==> src/rtl/child_sched_pkg.sv <==
// Shared types and the round-robin pick helper for child schedulers under a hierarchy node.
package child_sched_pkg;

  localparam int unsigned DEFAULT_N_REQ = 5;
  localparam int unsigned PICK_MAX_N    = 16;

  typedef enum logic {
    IDLE = 1'b0,
    OWN  = 1'b1
  } sched_state_e;

  typedef struct packed {
    logic                  found;
    logic [3:0]            idx;
    logic [PICK_MAX_N-1:0] onehot;
  } rr_pick_t;

  // Rotate so ptr lands at bit 0, take the lowest set bit, then rotate the index back.
  function automatic rr_pick_t rr_pick(input logic [PICK_MAX_N-1:0] req,
                                       input logic [3:0]            ptr,
                                       input int unsigned           n);
    logic [PICK_MAX_N-1:0] rot;
    int unsigned           j;
    int unsigned           k;
    rr_pick_t              res;
    rot = '0;
    res = '0;
    k   = 0;
    for (int unsigned i = 0; i < PICK_MAX_N; i++) begin
      j = 32'(ptr) + i;
      if (j >= n) j = j - n;
      if (i < n) rot[i[3:0]] = req[j[3:0]];
    end
    for (int unsigned i = 0; i < PICK_MAX_N; i++) begin
      if (rot[i[3:0]] && !res.found) begin
        res.found = 1'b1;
        k         = i;
      end
    end
    j = 32'(ptr) + k;
    if (j >= n) j = j - n;
    res.idx               = j[3:0];
    res.onehot[j[3:0]]    = res.found;
    return res;
  endfunction

endpackage

==> src/rtl/child_rr_sched_if.sv <==
// Request/grant bundle between the child instances, the shared resource and the scheduler.
interface child_rr_sched_if
  import child_sched_pkg::*;
#(
  parameter int unsigned N_REQ     = DEFAULT_N_REQ,
  parameter int unsigned MAX_BURST = 8,
  parameter int unsigned ID_W      = $clog2(N_REQ),
  parameter int unsigned CNT_W     = $clog2(MAX_BURST + 1)
);

  logic [N_REQ-1:0] req;
  logic [N_REQ-1:0] req_last;
  logic             res_ready;
  logic [N_REQ-1:0] gnt;
  logic             gnt_valid;
  logic [ID_W-1:0]  gnt_id;
  logic             beat_fire;
  logic [CNT_W-1:0] burst_cnt;
  logic             preempt;
  logic             abandon;

  modport master (
    input  req, req_last, res_ready,
    output gnt, gnt_valid, gnt_id, beat_fire, burst_cnt, preempt, abandon
  );

  modport slave (
    output req, req_last, res_ready,
    input  gnt, gnt_valid, gnt_id, beat_fire, burst_cnt, preempt, abandon
  );

endinterface

==> src/rtl/child_rr_pick.sv <==
// Combinational round-robin picker: first set request at or after ptr, wrapping modulo N_REQ.
module child_rr_pick
  import child_sched_pkg::*;
#(
  parameter int unsigned N_REQ = DEFAULT_N_REQ,
  parameter int unsigned ID_W  = $clog2(N_REQ)
) (
  input  logic [N_REQ-1:0] i_req,
  input  logic [ID_W-1:0]  i_ptr,
  output logic [N_REQ-1:0] o_gnt,
  output logic [ID_W-1:0]  o_id,
  output logic             o_found
);

  rr_pick_t w_pick;
  logic     w_unused_pick;

  assign w_pick  = rr_pick(PICK_MAX_N'(i_req), 4'(i_ptr), N_REQ);
  assign o_gnt   = w_pick.onehot[N_REQ-1:0];
  assign o_id    = w_pick.idx[ID_W-1:0];
  assign o_found = w_pick.found;

  // Upper bits of the fixed-width helper result are structurally zero for small N_REQ.
  assign w_unused_pick = &{1'b0, w_pick.onehot, w_pick.idx};

endmodule

==> src/rtl/child_rr_sched.sv <==
// Round-robin burst scheduler sharing one resource port among N_REQ children.
module child_rr_sched
  import child_sched_pkg::*;
#(
  parameter int unsigned N_REQ     = DEFAULT_N_REQ,
  parameter int unsigned MAX_BURST = 8,
  parameter int unsigned ID_W      = $clog2(N_REQ),
  parameter int unsigned CNT_W     = $clog2(MAX_BURST + 1)
) (
  input logic              clk,
  input logic              rst_n,
  child_rr_sched_if.master bus
);

  localparam logic [CNT_W-1:0] LAST_BEAT = CNT_W'(MAX_BURST - 1);
  localparam logic [ID_W-1:0]  TOP_ID    = ID_W'(N_REQ - 1);

  sched_state_e     r_state,     w_state_nxt;
  logic [N_REQ-1:0] r_gnt,       w_gnt_nxt;
  logic             r_gnt_valid, w_gnt_valid_nxt;
  logic [ID_W-1:0]  r_gnt_id,    w_gnt_id_nxt;
  logic [CNT_W-1:0] r_burst_cnt, w_burst_cnt_nxt;
  logic             r_preempt,   w_preempt_nxt;
  logic             r_abandon,   w_abandon_nxt;
  logic [ID_W-1:0]  r_rr_ptr,    w_rr_ptr_nxt;

  logic [N_REQ-1:0] w_pick_gnt;
  logic [ID_W-1:0]  w_pick_id;
  logic             w_pick_found;
  logic             w_own_req;
  logic             w_own_last;
  logic             w_beat_fire;

  child_rr_pick #(
    .N_REQ (N_REQ),
    .ID_W  (ID_W)
  ) u_pick (
    .i_req   (bus.req),
    .i_ptr   (r_rr_ptr),
    .o_gnt   (w_pick_gnt),
    .o_id    (w_pick_id),
    .o_found (w_pick_found)
  );

  // Masking with the one-hot grant keeps non-owner request bits (even X) out of beat_fire.
  assign w_own_req   = |(bus.req & r_gnt);
  assign w_own_last  = |(bus.req_last & r_gnt);
  assign w_beat_fire = r_gnt_valid & w_own_req & bus.res_ready;

  always_comb begin
    w_state_nxt     = r_state;
    w_gnt_nxt       = r_gnt;
    w_gnt_valid_nxt = r_gnt_valid;
    w_gnt_id_nxt    = r_gnt_id;
    w_burst_cnt_nxt = r_burst_cnt;
    w_rr_ptr_nxt    = r_rr_ptr;
    w_preempt_nxt   = 1'b0;
    w_abandon_nxt   = 1'b0;
    case (r_state)
      IDLE: begin
        if (w_pick_found) begin
          w_state_nxt     = OWN;
          w_gnt_nxt       = w_pick_gnt;
          w_gnt_valid_nxt = 1'b1;
          w_gnt_id_nxt    = w_pick_id;
          w_burst_cnt_nxt = '0;
        end
      end
      OWN: begin
        if (!w_own_req || (w_beat_fire && (w_own_last || (r_burst_cnt == LAST_BEAT)))) begin
          w_state_nxt     = IDLE;
          w_gnt_nxt       = '0;
          w_gnt_valid_nxt = 1'b0;
          w_burst_cnt_nxt = '0;
          w_rr_ptr_nxt    = (r_gnt_id == TOP_ID) ? '0 : r_gnt_id + ID_W'(1);
          w_abandon_nxt   = !w_own_req;
          // A last beat landing on the cap is a normal end, not a preemption.
          w_preempt_nxt   = w_beat_fire && !w_own_last;
        end else if (w_beat_fire) begin
          w_burst_cnt_nxt = r_burst_cnt + CNT_W'(1);
        end
      end
      default: w_state_nxt = IDLE;
    endcase
  end

  always_ff @(posedge clk or negedge rst_n) begin
    if (!rst_n) begin
      r_state     <= IDLE;
      r_gnt       <= '0;
      r_gnt_valid <= 1'b0;
      r_gnt_id    <= '0;
      r_burst_cnt <= '0;
      r_preempt   <= 1'b0;
      r_abandon   <= 1'b0;
      r_rr_ptr    <= '0;
    end else begin
      r_state     <= w_state_nxt;
      r_gnt       <= w_gnt_nxt;
      r_gnt_valid <= w_gnt_valid_nxt;
      r_gnt_id    <= w_gnt_id_nxt;
      r_burst_cnt <= w_burst_cnt_nxt;
      r_preempt   <= w_preempt_nxt;
      r_abandon   <= w_abandon_nxt;
      r_rr_ptr    <= w_rr_ptr_nxt;
    end
  end

  assign bus.gnt       = r_gnt;
  assign bus.gnt_valid = r_gnt_valid;
  assign bus.gnt_id    = r_gnt_id;
  assign bus.beat_fire = w_beat_fire;
  assign bus.burst_cnt = r_burst_cnt;
  assign bus.preempt   = r_preempt;
  assign bus.abandon   = r_abandon;

endmodule

==> src/flat_wrapper.sv <==
// flat-port wrapper written by rule: the top's interface ports become plain ports
module child_rr_sched_flat import child_sched_pkg::*;
#(
  parameter int unsigned N_REQ     = DEFAULT_N_REQ,
  parameter int unsigned MAX_BURST = 8,
  parameter int unsigned ID_W      = $clog2(N_REQ),
  parameter int unsigned CNT_W     = $clog2(MAX_BURST + 1)
)
  (clk, rst_n, bus_req, bus_req_last, bus_res_ready, bus_gnt, bus_gnt_valid, bus_gnt_id, bus_beat_fire, bus_burst_cnt, bus_preempt, bus_abandon);
  child_rr_sched_if #(.N_REQ(N_REQ), .MAX_BURST(MAX_BURST), .ID_W(ID_W), .CNT_W(CNT_W)) bus_i ();
  input logic clk;
  input logic rst_n;
  input wire logic [$bits(bus_i.req)-1:0] bus_req;
  input wire logic [$bits(bus_i.req_last)-1:0] bus_req_last;
  input wire logic [$bits(bus_i.res_ready)-1:0] bus_res_ready;
  output wire logic [$bits(bus_i.gnt)-1:0] bus_gnt;
  output wire logic [$bits(bus_i.gnt_valid)-1:0] bus_gnt_valid;
  output wire logic [$bits(bus_i.gnt_id)-1:0] bus_gnt_id;
  output wire logic [$bits(bus_i.beat_fire)-1:0] bus_beat_fire;
  output wire logic [$bits(bus_i.burst_cnt)-1:0] bus_burst_cnt;
  output wire logic [$bits(bus_i.preempt)-1:0] bus_preempt;
  output wire logic [$bits(bus_i.abandon)-1:0] bus_abandon;
  assign bus_i.req = bus_req;
  assign bus_i.req_last = bus_req_last;
  assign bus_i.res_ready = bus_res_ready;
  assign bus_gnt = bus_i.gnt;
  assign bus_gnt_valid = bus_i.gnt_valid;
  assign bus_gnt_id = bus_i.gnt_id;
  assign bus_beat_fire = bus_i.beat_fire;
  assign bus_burst_cnt = bus_i.burst_cnt;
  assign bus_preempt = bus_i.preempt;
  assign bus_abandon = bus_i.abandon;
  child_rr_sched #(.N_REQ(N_REQ), .MAX_BURST(MAX_BURST), .ID_W(ID_W), .CNT_W(CNT_W)) u_core (.clk(clk), .rst_n(rst_n), .bus(bus_i));
endmodule
==> config.mk <==
export PLATFORM = sky130hd
export DESIGN_NAME = child_rr_sched_flat
export DESIGN_NICKNAME = d
export VERILOG_FILES = /design/src/rtl/child_sched_pkg.sv /design/src/rtl/child_rr_sched_if.sv /design/src/rtl/child_rr_pick.sv /design/src/rtl/child_rr_sched.sv /design/src/flat_wrapper.sv
export SDC_FILE = /design/constraint.sdc
export NUM_CORES = 1
export LEC_CHECK = 0
export ABC_AREA = 1
export BUFFER_PORTS_ARGS = -buffer_cell sky130_fd_sc_hd__buf_2
export CORE_ASPECT_RATIO = 0.7
export CORE_MARGIN = 3
export CORE_UTILIZATION = 45
export DETAILED_ROUTE_END_ITERATION = 10
export GPL_TIMING_DRIVEN = 0
export REMOVE_ABC_BUFFERS = 1
export SYNTH_ARGS = -nofsm -noshare
export SYNTH_HDL_FRONTEND = slang
export SYNTH_SLANG_ARGS = --single-unit
==> constraint.sdc <==
create_clock -name clk -period 7 [get_ports clk]
set_clock_uncertainty 0.1 [all_clocks]
set_input_delay 0.7 -clock clk [delete_from_list [all_inputs] [get_ports clk]]
set_output_delay 0.7 -clock clk [all_outputs]
set_load 0.05 [all_outputs]
==> results of run 1 <==
## cells in the final DEF, fill, tap and decap left out, types with 2 or more instances in the layout
cell type and instances:
sky130_fd_sc_hd__a21oi_1 10, sky130_fd_sc_hd__nor2_1 10, sky130_fd_sc_hd__xor2_1 6, sky130_fd_sc_hd__inv_1 35
sky130_fd_sc_hd__a21oi_4 2, sky130_fd_sc_hd__buf_2 28, sky130_fd_sc_hd__o21ai_1 3, sky130_fd_sc_hd__nand3_4 3
sky130_fd_sc_hd__ha_1 19, sky130_fd_sc_hd__clkbuf_8 3, sky130_fd_sc_hd__o211ai_1 2, sky130_fd_sc_hd__nand3_1 46
sky130_fd_sc_hd__or2_2 3, sky130_fd_sc_hd__nand2_1 88, sky130_fd_sc_hd__fa_1 2, sky130_fd_sc_hd__nand4_1 7
sky130_fd_sc_hd__nor3_1 7, sky130_fd_sc_hd__inv_2 3, sky130_fd_sc_hd__nand3b_1 5, sky130_fd_sc_hd__nand2_2 4
sky130_fd_sc_hd__a22o_1 3, sky130_fd_sc_hd__o21ai_0 14, sky130_fd_sc_hd__dfrtp_1 19
## metal layers
layer  global-route usage  wire [um]  share of wire  vias to the layer above
met4               0.0134          0              0                        0
met3               0.0340        332          0.062                        0
met5                    0          0              0                        -
met2                0.261       1910           0.36                       59
met1                0.348       3080           0.58                      931
li1                     -          -              -                     1084
## cells by family (layout without fill, tap and decap cells)
group           count (synthesis)  after routing
compound gates                 41             41
simple gates                  176            176
fa+ha+maj                      21             21
xor+xnor                        8              8
flops                          19             19
buf+inv                        42             71
## how the worst max path moves through the flow
stage / slack, ps / startpoint / end
after floorplan: 2610 / u_core.r_rr_ptr[0] / u_core.bus.gnt[1]
after CTS: 1610 / u_core.r_rr_ptr[0] / u_core.bus.gnt[0]
final: 1610 / u_core.r_rr_ptr[0] / u_core.bus.gnt[0]
after global placement: 1610 / u_core.r_rr_ptr[0] / u_core.bus.gnt[0]
after global routing: 930 / u_core.r_rr_ptr[0] / u_core.bus.gnt[0]
after detailed placement: 1640 / u_core.r_rr_ptr[0] / u_core.bus.gnt[0]
## worst max-delay path: cells and delay by family (launching register included)
kind | cells | cell delay (ps)
flip-flops | 1 | 820
AO/OA/AOI/OAI | 4 | 1140
adder cells (fa/ha/maj) | 5 | 1530
buffers and inverters | 4 | 550
AND/OR/NAND/NOR | 9 | 1170
## cell type report
type,instances,area share
Multi-Input combinational cell,246,0.624
Sequential cell,19,0.204
Inverter,39,0.0628
Timing Repair Buffer,28,0.0602
Tap cell,55,0.0295
Clock buffer,4,0.0193
## state kept, by name, summed over array words and instances (netlist names)
name and cells:
u_core.bus.abandon 1, u_core.r_rr_ptr 3, u_core.bus.burst_cnt 4, u_core.bus.gnt_valid 1, u_core.bus.preempt 1, u_core.bus.gnt 5, u_core.bus.gnt_id 3, u_core.r_state 1
## stage by stage
stage,hold WS (ps),setup slack [ps],cell area [um^2]
6_report,281,1610,2330
5_1_grt,297,933,2330
4_1_cts,294,1610,2330
3_5_place_dp,402,1640,2280
3_3_place_gp,396,1610,2280
2_1_floorplan,304,2610,2080
==> metrics.txt, run 1 <==
# TYPE chip_impl_metric gauge
chip_impl_metric{name="num-nets-final",unit=""} 371
chip_impl_info{name="critical_path_cell_by_cell",value="inv_2, ha_1, ha_1, nand2_1, nand2_1, nand2_1, nand4_1, a21oi_1, nand3b_1, a21boi_0, ha_1, fa_1, inv_1, ha_1, inv_1, o21ai_0, nand2_1, o21ai_0, inv_1, nor3_1, nand3_1, nand2_1"} 1
chip_impl_metric{name="grt_use_total",unit=""} 0.202
chip_impl_metric{name="ys_async_sr_fraction",unit=""} 1.00
chip_impl_info{name="main_combinational_cell_family_by_area_after_synthesis",value="simple AND/OR/NAND/NOR gates"} 1
chip_impl_metric{name="antenna_diode_count",unit=""} 0
chip_impl_info{name="synth.largest_area_cell",value="sky130_fd_sc_hd__dfrtp_1"} 1
chip_impl_metric{name="syn-mean-instance-area",unit="um^2"} 6.86
chip_impl_metric{name="post-route-drc-count",unit=""} 0
chip_impl_metric{name="floorplan.rows",unit=""} 20
chip_impl_metric{name="critical_path_arrival",unit="ps"} 5480
chip_impl_metric{name="clock_tree.buffer_depth",unit=""} 2
chip_impl_info{name="worst_setup_path_start_kind",value="flip-flop"} 1
chip_impl_metric{name="final.setup.tns",unit="ps"} 0
chip_impl_info{name="hold_path_class",value="input port to asynchronous set/reset pin"} 1
chip_impl_metric{name="placedCellCount",unit=""} 387
chip_impl_info{name="r2r-end",value="u_core.bus.gnt[0]"} 1
chip_impl_info{name="rsz0062_at_grt",value="no"} 1
chip_impl_metric{name="clock_tree.htree_level_count",unit=""} 1
chip_impl_metric{name="worst_r2r_path_depth",unit=""} 22
chip_impl_metric{name="post_drt_wl_per_cell",unit="um"} 13.6
chip_impl_metric{name="wl",unit="um"} 5320
chip_impl_metric{name="vias",unit=""} 2074
chip_impl_metric{name="area_growth",unit="%"} 10.6
chip_impl_metric{name="cts_inserted_buffers",unit=""} 3
chip_impl_metric{name="post_route_cells_drive_above_1_share",unit=""} 0.146
chip_impl_metric{name="syn-instance-count",unit=""} 307
chip_impl_metric{name="core_area",unit="um^2"} 4430
chip_impl_metric{name="postSynthRegisterBits",unit=""} 19
chip_impl_info{name="clock_tree.root_cell",value="sky130_fd_sc_hd__clkbuf_8"} 1
chip_impl_info{name="tritoncts_clock_tree",value="done"} 1
chip_impl_metric{name="post_synthesis_compound_gate_area_fraction",unit=""} 0.124
chip_impl_info{name="synth-main-ff-cell",value="sky130_fd_sc_hd__dfrtp_1"} 1
chip_impl_metric{name="grt_pass1_vias",unit=""} 1843
chip_impl_metric{name="share_of_the_yosys_chip_area_belonging_to_registers",unit=""} 0.226
chip_impl_info{name="synthTopCellsByArea",value="sky130_fd_sc_hd__dfrtp_1, sky130_fd_sc_hd__nand2_1, sky130_fd_sc_hd__ha_1"} 1
chip_impl_metric{name="post_synth_fa_ha_maj_area_fraction",unit=""} 0.132
chip_impl_metric{name="grt_max_degree",unit=""} 20
chip_impl_metric{name="num-fill-cells",unit=""} 473
chip_impl_metric{name="clock-sinks",unit=""} 19
chip_impl_metric{name="post-cts-setup-buffer-count",unit=""} 0
chip_impl_metric{name="synth_enable_flop_cells",unit=""} 0
chip_impl_metric{name="routabilityCongestion",unit=""} 0.893
chip_impl_metric{name="regArea",unit="um^2"} 475
chip_impl_info{name="synth_most_common_cell",value="sky130_fd_sc_hd__nand2_1"} 1
chip_impl_metric{name="setup-violations-final",unit=""} 0
chip_impl_metric{name="synth_warnings",unit=""} 0
chip_impl_metric{name="final.period_utilization",unit=""} 0.770
chip_impl_info{name="crit_top_cell",value="sky130_fd_sc_hd__nand2_1"} 1
chip_impl_metric{name="timing.slew.headroom",unit=""} 0.508
chip_impl_metric{name="ctsResizeCount",unit=""} 0
chip_impl_metric{name="synth_cell_type_count",unit=""} 37
chip_impl_metric{name="cp_data_required_time",unit="ps"} 7090
chip_impl_metric{name="clock_input_transition_at_the_sequential_cells_of_the_worst_setup_and_hold_paths",unit="ps"} 70
chip_impl_info{name="synthTopCellsByCount",value="sky130_fd_sc_hd__nand2_1, sky130_fd_sc_hd__nand3_1, sky130_fd_sc_hd__inv_1, sky130_fd_sc_hd__dfrtp_1, sky130_fd_sc_hd__ha_1"} 1
chip_impl_metric{name="antenna_violating_nets_post_route",unit=""} 0
chip_impl_metric{name="register_to_register_setup_slack",unit="ps"} 1610
chip_impl_metric{name="max_freq",unit="MHz"} 185
chip_impl_metric{name="multi_input_comb_area",unit="um^2"} 1450
chip_impl_metric{name="number_of_antenna_violations_at_the_first_check_in_global_routing",unit=""} 0
chip_impl_metric{name="design.die.area",unit="um^2"} 5550
chip_impl_metric{name="chipHeight",unit="um"} 63.3
chip_impl_metric{name="netlist_area",unit="um^2"} 2110
chip_impl_info{name="outcome",value="finished, final reports clean"} 1
chip_impl_metric{name="post-route-util",unit=""} 0.526
chip_impl_metric{name="timing.critical_path.fanout_max",unit=""} 16
chip_impl_metric{name="cts_hold_buf",unit=""} 0
chip_impl_metric{name="initial_drt_pass_iterations",unit=""} 4
chip_impl_metric{name="final_max_slew_viol_count",unit=""} 0
chip_impl_info{name="critical_path_start_end_classification",value="flip-flop to flip-flop"} 1
chip_impl_info{name="timing.critical_path.slowest_stage_cell",value="sky130_fd_sc_hd__dfrtp_1"} 1
chip_impl_metric{name="place_hpwl",unit="um"} 4300
chip_impl_metric{name="grt_overflow_total",unit=""} 0
chip_impl_metric{name="synthXorXnorAreaFrac",unit=""} 0.0368
chip_impl_metric{name="detail_route.iter0.violations",unit=""} 148
chip_impl_metric{name="synth_top_area_share",unit=""} 0.226
chip_impl_metric{name="io_buffer_count",unit=""} 28
chip_impl_metric{name="drv.max_cap_violation_count",unit=""} 0
chip_impl_metric{name="critPathMaxStageDelay",unit="ps"} 820
chip_impl_metric{name="die_width",unit="um"} 87.8
chip_impl_info{name="reg2reg_from",value="u_core.r_rr_ptr[0]"} 1
chip_impl_metric{name="grt_pass1_wl",unit="um"} 9020
chip_impl_metric{name="initial_core_util",unit=""} 0.476
chip_impl_metric{name="final_cell_count_no_fill",unit=""} 391
chip_impl_info{name="cp-end-kind",value="flip-flop"} 1
chip_impl_metric{name="io_pins",unit=""} 29
chip_impl_metric{name="worst_skew_pair.late_latency",unit="ps"} 250
chip_impl_metric{name="via_per_instance_ratio",unit=""} 5.30
chip_impl_metric{name="synth-simple-area-share",unit=""} 0.398
chip_impl_metric{name="max_slew.worst_pin.slew",unit="ps"} 738
chip_impl_metric{name="finalCriticalPeriod",unit="ps"} 5390
chip_impl_metric{name="hold_viol",unit=""} 0
chip_impl_metric{name="yosys-mux-area-fraction",unit=""} 0
Power of run 1 is not shown: default switching activity piles up to over one toggle a cycle in this logic, so the estimate is an artifact.
==> run 2, diff against run 1 <==
PLACE_DENSITY = 0.67   (was not set)
clock period = 4.48 ns   (was 7 ns; I/O delays follow)
==> run 2 against run 1 <==
Net effect: cell count is 3.3% higher; setup slack worse by 1500 ps; routed wire length is 7.0% higher; clock-buffer cell count stayed put; critical path depth is 4 higher; fmax is 24% higher; via count is 4.3% higher; final area is 13% higher; critical path type unchanged.
==> metrics.txt, run 2 (synthesis results as in run 1) <==
# TYPE chip_impl_metric gauge
chip_impl_info{name="final_cell_mix",value="sky130_fd_sc_hd__nand2_1, sky130_fd_sc_hd__nand3_1, sky130_fd_sc_hd__inv_1, sky130_fd_sc_hd__buf_2, sky130_fd_sc_hd__dfrtp_1"} 1
chip_impl_metric{name="vias",unit=""} 2164
chip_impl_metric{name="cp_data_required_time",unit="ps"} 4580
chip_impl_metric{name="antenna_violating_nets_post_route",unit=""} 0
chip_impl_info{name="crit_top_cell",value="sky130_fd_sc_hd__nand2_2"} 1
chip_impl_metric{name="die_width",unit="um"} 87.8
chip_impl_metric{name="clock_tree.buffer_depth",unit=""} 2
chip_impl_info{name="hold_path_class",value="input port to asynchronous set/reset pin"} 1
chip_impl_metric{name="place_hpwl",unit="um"} 4100
chip_impl_metric{name="final_max_slew_viol_count",unit=""} 0
chip_impl_info{name="timing.critical_path.slowest_stage_cell",value="sky130_fd_sc_hd__dfrtp_4"} 1
chip_impl_metric{name="initial_drt_pass_iterations",unit=""} 5
chip_impl_metric{name="largest_register_ffs",unit=""} 5
chip_impl_metric{name="floorplan.rows",unit=""} 20
chip_impl_info{name="timing.critical_path.from",value="u_core.r_rr_ptr[0]"} 1
chip_impl_metric{name="timing.slew.headroom",unit=""} 0.599
chip_impl_metric{name="post_route_cells_drive_above_1_share",unit=""} 0.301
chip_impl_metric{name="grt_max_degree",unit=""} 20
chip_impl_metric{name="grt_use_total",unit=""} 0.209
chip_impl_metric{name="final.setup.tns",unit="ps"} 0
chip_impl_metric{name="core_area",unit="um^2"} 4430
chip_impl_info{name="worst_setup_path_start_kind",value="flip-flop"} 1
chip_impl_metric{name="hold_viol",unit=""} 0
chip_impl_metric{name="max_slew.worst_pin.slew",unit="ps"} 595
chip_impl_metric{name="worst_skew_pair.late_latency",unit="ps"} 260
chip_impl_metric{name="post_drt_wl_per_cell",unit="um"} 14.1
chip_impl_metric{name="design_area",unit="um^2"} 2630
chip_impl_metric{name="num-nets-final",unit=""} 384
chip_impl_metric{name="setup-violations-final",unit=""} 0
chip_impl_metric{name="postPlaceCellArea",unit="um^2"} 2280
chip_impl_metric{name="design.die.area",unit="um^2"} 5550
chip_impl_info{name="cp-end-kind",value="flip-flop"} 1
chip_impl_metric{name="drv.max_cap_violation_count",unit=""} 0
chip_impl_info{name="outcome",value="finished, final reports clean"} 1
chip_impl_metric{name="area_growth",unit="%"} 24.6
chip_impl_metric{name="grt_overflow_total",unit=""} 0
chip_impl_metric{name="io_pins",unit=""} 29
chip_impl_metric{name="critical_path_arrival",unit="ps"} 4440
chip_impl_metric{name="register_to_register_setup_slack",unit="ps"} 140
chip_impl_metric{name="detail_route.iter0.violations",unit=""} 172
chip_impl_metric{name="cts_inserted_buffers",unit=""} 3
chip_impl_metric{name="post-route-drc-count",unit=""} 0
chip_impl_metric{name="num-fill-cells",unit=""} 408
chip_impl_metric{name="antenna_diode_count",unit=""} 0
chip_impl_metric{name="timing.critical_path.fanout_max",unit=""} 5
chip_impl_info{name="tritoncts_clock_tree",value="done"} 1
chip_impl_metric{name="initial_core_util",unit=""} 0.476
chip_impl_metric{name="routabilityCongestion",unit=""} 0.817
chip_impl_info{name="layout.cells.most_common",value="sky130_fd_sc_hd__nand2_1"} 1
chip_impl_metric{name="clock-sinks",unit=""} 19
chip_impl_info{name="critical_path_start_end_classification",value="flip-flop to flip-flop"} 1
chip_impl_metric{name="chipHeight",unit="um"} 63.3
chip_impl_metric{name="io_buffer_count",unit=""} 28
chip_impl_metric{name="post-route-util",unit=""} 0.593
chip_impl_metric{name="max_freq",unit="MHz"} 230
chip_impl_metric{name="finalCriticalPeriod",unit="ps"} 4340
chip_impl_metric{name="grt_pass1_wl",unit="um"} 9360
chip_impl_metric{name="clock_input_transition_at_the_sequential_cells_of_the_worst_setup_and_hold_paths",unit="ps"} 70
chip_impl_info{name="r2r-end",value="u_core.bus.gnt[2]"} 1
chip_impl_metric{name="final.period_utilization",unit=""} 0.969
chip_impl_metric{name="number_of_antenna_violations_at_the_first_check_in_global_routing",unit=""} 0
chip_impl_metric{name="worst_r2r_path_depth",unit=""} 26
chip_impl_metric{name="grt_pass1_vias",unit=""} 1961
chip_impl_metric{name="clock_tree.htree_level_count",unit=""} 1
chip_impl_info{name="clock_tree.root_cell",value="sky130_fd_sc_hd__clkbuf_8"} 1
chip_impl_info{name="crit_end",value="u_core.bus.gnt[2]"} 1
chip_impl_info{name="reg2reg_from",value="u_core.r_rr_ptr[0]"} 1
chip_impl_metric{name="wl",unit="um"} 5690
chip_impl_metric{name="critPathMaxStageDelay",unit="ps"} 510
chip_impl_metric{name="via_per_instance_ratio",unit=""} 5.36
==> run 2: changes by cell type in the layout (fill, tap and decap cells not counted), sizes merged <==
cell / previous run / this run
buf: 28 / 41
==> run 2: how the worst min path moves through the flow <==
stage | startpoint | end | slack (ps) | depth (start not counted)
2_1_floorplan | rst_n | u_core.bus.abandon | 50 | 0
3_3_place_gp | rst_n | u_core.bus.gnt_valid | 310 | 1
3_5_place_dp | rst_n | u_core.bus.gnt_valid | 310 | 1
4_1_cts | rst_n | u_core.bus.gnt_valid | 40 | 1
5_1_grt | rst_n | u_core.bus.gnt_valid | 50 | 1
6_report | rst_n | u_core.bus.gnt_valid | 20 | 1
==> run 2: cell type report <==
type                       instances  area (um^2)  share of cell area
inverter                          39          159              0.0605
sequential                        19          482               0.184
clock buffer                       4         45.0              0.0172
timing repair buffer              41          238              0.0906
tap                               55         68.8              0.0262
multi-input combinational        246         1630               0.622
==> run 2: through the flow <==
stage,worst slack [ps],hold WS [ps],std cells
finish,140,24.2,404
CTS,20.9,39.1,396
floorplan,90.4,52.4,304
detailed placement,-925,314,387
global route,-87.9,53.7,404
global placement,-866,314,387
==> run 2: layer usage <==
metal	GRT usage	part of all wire
met5	0	0
met1	0.353	0.52
met2	0.283	0.43
met4	0.0153	0.0018
met3	0.0340	0.057
==> run 2: critical path: cells and delay by family (launching register included) <==
family / cells / cell delay [ps]
DFF: 1 / 510
AOI/OAI and AO/OA: 4 / 470
adders and majority gates: 5 / 1370
buffers and inverters: 6 / 510
and+or+nand+nor: 11 / 1320
==> run 2: repair_timing <==
item,4_1_cts,5_1_grt
endpoints found under the setup margin,8,7
buffers inserted,5,8
pin swaps,4,17
resized for setup,16,43
hold buffers,0,0
Power of run 2 is left out for the same reason.
